## src/rtl/pipe_hazard_scoreboard.sv

```systemverilog
// Hazard, stall and bypass control for the F/D/X/M/W pipe, with a per-register
// scoreboard that tracks out-of-order multicycle (mul/div) writebacks.
module pipe_hazard_scoreboard #(
  parameter int NREGS    = 32,
  parameter int RW       = 5,
  parameter int MD_DEPTH = 4,
  parameter int STALL_W  = 16
) (
  input  logic               clock,
  input  logic               clrn,
  input  logic               d_valid,
  input  logic [RW-1:0]      d_rs,
  input  logic [RW-1:0]      d_rt,
  input  logic [RW-1:0]      d_rd,
  input  logic [2:0]         d_use,
  input  logic               d_writes,
  input  logic               d_is_md,
  input  logic [RW-1:0]      x_rs,
  input  logic [RW-1:0]      x_rt,
  input  logic [RW-1:0]      x_rd,
  input  logic               x_writes,
  input  logic               x_is_load,
  input  logic [RW-1:0]      m_rd,
  input  logic [RW-1:0]      w_rd,
  input  logic               m_writes,
  input  logic               w_writes,
  input  logic               branch_taken,
  input  logic               md_wb_valid,
  input  logic [RW-1:0]      md_wb_rd,
  output logic               stall_fd,
  output logic               bubble_dx,
  output logic               flush_fd,
  output logic [1:0]         fwd_a,
  output logic [1:0]         fwd_b,
  output logic [NREGS-1:0]   sb_busy,
  output logic [3:0]         md_count,
  output logic [STALL_W-1:0] stall_cnt,
  output logic               sb_err
);

  localparam int         EXT    = 2 ** RW;
  localparam logic [3:0] MD_MAX = 4'(MD_DEPTH);

  // Qualification: x/m/w_writes are already valid-qualified upstream; d_* fields
  // matter only while d_valid=1; md_wb_valid is a one-cycle pulse per writeback
  // with no backpressure (the unit never waits on this block).

  logic [EXT-1:0] busy_ext;
  logic [EXT-1:0] busy_nxt;
  logic           load_use;
  logic           sb_haz;
  logic           struct_haz;
  logic           stall;
  logic           issue;
  logic           wb_dec;
  logic           wb_err;

  function automatic logic hit(input logic [RW-1:0] a, input logic [RW-1:0] b);
    return (a != '0) && (a == b);
  endfunction

  // Widened view so any RW-bit index is in range; bit 0 is never set.
  always_comb begin
    busy_ext = '0;
    busy_ext[NREGS-1:0] = sb_busy;
  end

  always_comb begin
    load_use = d_valid & x_is_load & x_writes &
               ((d_use[0] & hit(x_rd, d_rs)) |
                (d_use[1] & hit(x_rd, d_rt)) |
                (d_use[2] & hit(x_rd, d_rd)));
    sb_haz = d_valid & ((d_use[0] & busy_ext[d_rs]) |
                        (d_use[1] & busy_ext[d_rt]) |
                        (d_use[2] & busy_ext[d_rd]) |
                        (d_writes & busy_ext[d_rd]));
    struct_haz = d_valid & d_is_md & (md_count == MD_MAX);
    stall      = (load_use | sb_haz | struct_haz) & ~branch_taken;
    issue      = d_valid & d_is_md & ~stall & ~branch_taken;
    wb_dec     = md_wb_valid & (md_count != 4'd0);
    wb_err     = md_wb_valid & (~busy_ext[md_wb_rd] | (md_count == 4'd0));
  end

  assign stall_fd  = stall;
  assign bubble_dx = stall | branch_taken;
  assign flush_fd  = branch_taken;

  // M is newer than W, so it wins when both hold the same register.
  always_comb begin
    fwd_a = 2'b00;
    fwd_b = 2'b00;
    if (m_writes && hit(m_rd, x_rs))      fwd_a = 2'b01;
    else if (w_writes && hit(w_rd, x_rs)) fwd_a = 2'b10;
    if (m_writes && hit(m_rd, x_rt))      fwd_b = 2'b01;
    else if (w_writes && hit(w_rd, x_rt)) fwd_b = 2'b10;
  end

  // Clear first, then set: a same-cycle issue to the same register keeps it busy.
  always_comb begin
    busy_nxt = busy_ext;
    if (md_wb_valid)              busy_nxt[md_wb_rd] = 1'b0;
    if (issue && (d_rd != '0))    busy_nxt[d_rd]     = 1'b1;
  end

  always_ff @(posedge clock or negedge clrn) begin
    if (!clrn) begin
      sb_busy   <= '0;
      md_count  <= 4'd0;
      stall_cnt <= '0;
      sb_err    <= 1'b0;
    end else begin
      sb_busy <= busy_nxt[NREGS-1:0];
      case ({issue, wb_dec})
        2'b10:   md_count <= md_count + 4'd1;
        2'b01:   md_count <= md_count - 4'd1;
        default: md_count <= md_count;
      endcase
      if (wb_err) sb_err <= 1'b1;
      if (stall && (stall_cnt != '1)) stall_cnt <= stall_cnt + STALL_W'(1);
    end
  end

endmodule

```

## config.mk

```make
export PLATFORM = sky130hd
export DESIGN_NAME = pipe_hazard_scoreboard
export DESIGN_NICKNAME = d
export VERILOG_FILES = /design/src/rtl/pipe_hazard_scoreboard.sv
export SDC_FILE = /design/constraint.sdc
export NUM_CORES = 1
export LEC_CHECK = 0
export CORE_MARGIN = 2
export CORE_UTILIZATION = 50
export DETAILED_ROUTE_END_ITERATION = 10
export PLACE_DENSITY = 0.84
export SYNTH_ARGS = -nofsm -noshare
export SYNTH_HDL_FRONTEND = slang
export SYNTH_SLANG_ARGS = --single-unit
```

## constraint.sdc

```tcl
create_clock -name clock -period 8.87 [get_ports clock]
set_input_delay 1.774 -clock clock [delete_from_list [all_inputs] [get_ports clock]]
set_output_delay 1.774 -clock clock [all_outputs]
set_load 0.03 [all_outputs]
```

==> impl_metrics.xml <==
<?xml version="1.0" encoding="UTF-8"?>
<metrics>
  <group name="outcome">
    <metric name="status" unit="">completed</metric>
  </group>
  <group name="timing">
    <metric name="grt_setup_unrepaired" unit="">false</metric>
    <metric name="final_hold_fails" unit="">0</metric>
    <metric name="maxClockFrequency" unit="MHz">146.1</metric>
    <metric name="actual_transition_at_the_worst_max_transition_pin" unit="ns">1.232</metric>
    <metric name="worst_slew_margin_rel" unit="%">17.86</metric>
    <metric name="share_of_the_clock_period_used_by_the_worst_path_after_layout" unit="%">77.15</metric>
    <metric name="finalMaxSlewViolations" unit="">0</metric>
    <metric name="finClkSkew" unit="ns">0.01491</metric>
    <metric name="finalCriticalPeriod" unit="ns">6.843</metric>
    <metric name="final-setup-viol-count" unit="">0</metric>
    <metric name="final.setup.tns" unit="ns">0</metric>
  </group>
  <group name="place">
    <metric name="detailed_place.area" unit="um2">5194</metric>
    <metric name="hpwlAfterDp" unit="um">9116</metric>
    <metric name="place.detailed.instances" unit="">582</metric>
    <metric name="routabilityCongestion" unit="">0.9391</metric>
    <metric name="io_buffer_count" unit="">118</metric>
  </group>
  <group name="power">
    <metric name="p_int" unit="mW">0.5379</metric>
    <metric name="netSwitchingPower" unit="mW">0.3358</metric>
    <metric name="p_comb_share" unit="%">42.0</metric>
    <metric name="power.density" unit="nW/um2">164.6</metric>
    <metric name="max-vdd-ir-drop" unit="V">0.0001066</metric>
    <metric name="power_leakage" unit="nW">2.076</metric>
    <metric name="power.share.sequential" unit="%">38.6</metric>
    <metric name="clockPowerShare" unit="%">19.4</metric>
    <metric name="switching_portion_of_total_power" unit="%">38.43</metric>
  </group>
  <group name="floorplanning">
    <metric name="initial_utilization" unit="%">51.39</metric>
    <metric name="die_width" unit="um">93.12</metric>
    <metric name="number_of_top_level_design_ports" unit="">119</metric>
    <metric name="placement_rows" unit="">32</metric>
    <metric name="fp.dieH" unit="um">93.12</metric>
    <metric name="die_area" unit="um2">8671</metric>
    <metric name="core_region_area" unit="um2">7727</metric>
  </group>
  <group name="logic_synthesis">
    <metric name="synthArstFlopShare" unit="%">100.0</metric>
    <metric name="syn_nets" unit="">442</metric>
    <metric name="synth.ff_latch_count" unit="">53</metric>
    <metric name="syn_area" unit="um2">3971</metric>
    <metric name="count_of_flip_flops_with_a_built_in_enable_after_synthesis" unit="">0</metric>
    <metric name="synth.largest_area_cell" unit="">dfrtp_1</metric>
    <metric name="synth-warning-count" unit="">0</metric>
    <metric name="synth_top_area_share" unit="%">33.40</metric>
    <metric name="synth.lib_cells_used.distinct" unit="">48</metric>
    <metric name="synth-main-ff-cell" unit="">dfrtp_1</metric>
    <metric name="synth_sequential_area_ratio" unit="%">33.40</metric>
    <metric name="synthesis.area_per_instance" unit="um2">10.51</metric>
    <metric name="synth_top_cells_by_count" unit="">o21ai_0 (59), dfrtp_1 (53), xor2_1 (38)</metric>
    <metric name="post_synth_main_area_contributors" unit="">dfrtp_1 (33%), mux4_2 (16%), xor2_1 (8.4%), o21ai_0 (7.4%), xnor2_1 (3.5%)</metric>
    <metric name="syn_inst" unit="">378</metric>
    <metric name="leading_cell_type_by_number_of_instances_after_synthesis" unit="">o21ai_0</metric>
  </group>
  <group name="grt">
    <metric name="grt_start_max_net_pins" unit="">54</metric>
    <metric name="grt_usage" unit="%">28.14</metric>
    <metric name="grt_antenna_before_repair" unit="">0</metric>
    <metric name="via_count_of_the_first_global_routing_pass" unit="">3694</metric>
    <metric name="globalRouteOverflowTotal" unit="">0</metric>
    <metric name="wire_length_of_the_first_global_routing_pass" unit="um">19040</metric>
  </group>
  <group name="cells_and_area">
    <metric name="share_of_post_route_cells_with_drive_strength_above_1" unit="%">11.48</metric>
    <metric name="fillerInstances" unit="">593</metric>
    <metric name="final_nets" unit="">551</metric>
    <metric name="final_cells" unit="">590</metric>
    <metric name="seq_area" unit="um2">1326</metric>
    <metric name="post-route-cell-area" unit="um2">5309</metric>
    <metric name="area_taken_by_multi_input_logic_gates" unit="um2">2492</metric>
    <metric name="area.growth.synth_to_final" unit="%">33.68</metric>
    <metric name="antenna_cells" unit="">0</metric>
  </group>
  <group name="clock_network">
    <metric name="cts_repair_resized_insts" unit="">0</metric>
    <metric name="clockBufferDepth" unit="">2</metric>
    <metric name="cts_post_setup_buffers_inserted" unit="">0</metric>
    <metric name="cts_sinks" unit="">53</metric>
    <metric name="clkTransAtPathRegs" unit="ns">0.11</metric>
    <metric name="cts-hold-fix-buffers" unit="">0</metric>
    <metric name="cts_buffers" unit="">5</metric>
    <metric name="clk_root_buffer_cell" unit="">clkbuf_8</metric>
    <metric name="ctsHtreeMaxLevel" unit="">2</metric>
    <metric name="cts_tree" unit="">done</metric>
    <metric name="clk-insertion-delay-late" unit="ns">0.31</metric>
  </group>
  <group name="run">
    <metric name="max_cap_viol_count" unit="">0</metric>
  </group>
  <group name="route">
    <metric name="ant_nets" unit="">0</metric>
    <metric name="post_drt_wl_per_cell" unit="um">20.54</metric>
    <metric name="drt_iter0_markers" unit="">353</metric>
    <metric name="finalWirelength" unit="um">12120</metric>
    <metric name="remaining_design_rule_violation_count" unit="">0</metric>
    <metric name="detailroute.via_count" unit="">3743</metric>
    <metric name="detail_route.vias_per_cell" unit="">6.344</metric>
    <metric name="number_of_iterations_in_the_first_detailed_routing_pass" unit="">5</metric>
  </group>
  <group name="worst_setup_path">
    <metric name="r2r_slack" unit="ns">5.19</metric>
    <metric name="cp-start-kind" unit="">input pin</metric>
    <metric name="crit_path_frequent_cell" unit="">clkdlybuf4s50_1</metric>
    <metric name="timing.setup.critical_path_class" unit="">in -&gt; out</metric>
    <metric name="critPathRequiredTime" unit="ns">7.10</metric>
    <metric name="cp_cell_sequence" unit="">clkdlybuf4s50_1 -&gt; mux4_1 -&gt; mux2_2 -&gt; o31ai_2 -&gt; a311oi_1 -&gt; or3_4 -&gt; a21oi_1 -&gt; nand2b_1 -&gt; clkdlybuf4s50_1</metric>
    <metric name="crit_arrival" unit="ns">5.07</metric>
    <metric name="max_stage_delay" unit="ns">0.80</metric>
    <metric name="critPathTopFamily" unit="">buffers and inverters</metric>
    <metric name="critical_path.slowest_cell" unit="">clkdlybuf4s50_1</metric>
    <metric name="critical_path.max_fanout" unit="">10</metric>
    <metric name="worst_path_bufs_invs" unit="">2</metric>
    <metric name="critical_path.endpoint_type" unit="">primary output</metric>
  </group>
  <group name="hold_path">
    <metric name="hp-class" unit="">reg -&gt; reg</metric>
  </group>
</metrics>
[metrics by stage]
step | hold slack (ns) | setup WS [ns] | utilization [%] | power (mW)
2_1_floorplan | 0.6576 | 3.373 | - | 0.5454
3_3_place_gp | 0.4517 | 2.106 | 67.21 | 0.6959
3_5_place_dp | 0.4564 | 2.032 | 67.21 | 0.7057
4_1_cts | 0.5087 | 2.026 | 68.70 | 0.8754
5_1_grt | 0.5244 | 1.887 | 68.70 | 0.9186
6_report | 0.5026 | 2.027 | 68.70 | 0.8737
[cell type report]
cell class	count	area share, %
Inverter	17	1.202
Timing Repair Buffer	119	22.30
Tap cell	102	2.404
Sequential cell	53	24.98
Clock buffer	5	1.296
Clock inverter	3	0.8720
Multi-Input combinational cell	291	46.95
[per-layer routing]
metal	track usage, %	share of wire (%)	up-vias
met1	39.88	40	1803
met2	43.78	46	272
met3	6.527	12	33
met5	0	0	-
li1	-	-	1635
met4	7.843	2.0	0
[power by group through the flow]
stage	Clock [mW]	Combinational [mW]	Sequential, mW
global route	0.183	0.394	0.342
global placement	0	0.357	0.339
floorplan	0	0.154	0.392
CTS	0.173	0.368	0.335
finish	0.169	0.367	0.337
detailed placement	0	0.366	0.339
[registers in the layout, indices dropped and copies added, names as in the netlist]
signal and cells:
stall_cnt 16, sb_err 1, md_count 4, sb_busy 32
[worst reg2reg max path, stage by stage (launching register included)]
cell      delay (ns)
dfrtp_1         0.48
mux4_1          0.52
mux2_2          0.29
o31ai_2         0.19
a311oi_1        0.08
or3_4           0.43
or3_4           0.39
ha_1            0.23
ha_1            0.28
a21o_1          0.17
a21oi_1         0.17
xnor2_1         0.13
nor2_1          0.06
xor2_1          0.14
[path summary, 6_finish.rpt]
| path | endpoint | cells past startpoint | start |
|---|---|---|---|
| setup reg to reg | md_count[3] | 13 | sb_busy[1] |
| setup / recovery | bubble_dx | 9 | d_rt[1] |
| max in group asynchronous | sb_busy[19] | 2 | clrn |
| min in group asynchronous | sb_busy[11] | 2 | clrn |
| hold / removal | stall_cnt[4] | 1 | stall_cnt[4] |
| hold reg to reg | stall_cnt[4] | 1 | stall_cnt[4] |
[logic make-up after synthesis]
family / after synthesis / share of synthesized area (%)
simple gates: 102 / 14.84
flops: 53 / 33.40
mux: 42 / 21.14
fa+ha+maj: 5 / 1.764
xor+xnor: 54 / 11.91
compound gates: 88 / 13.11
buf+inv: 34 / 3.844
[layout by cell type, fill, tap and decap left out, types with 4 or more instances in the layout]
master,instances
nand2_1,15
xnor2_1,16
and3_1,4
a31oi_1,4
o21ai_0,59
mux4_1,4
nand3_1,17
clkbuf_8,5
nand3b_1,8
ha_1,4
inv_1,17
xor2_1,38
nor3_1,6
o22ai_1,4
o21ai_2,8
mux2i_1,7
or3b_2,4
or4_1,5
nand2b_1,5
clkdlybuf4s50_1,117
nor2b_1,5
dfrtp_1,53
nor2_1,11
mux4_2,28
nor4_1,11
Note: power is estimated with default switching activity, not from simulation.
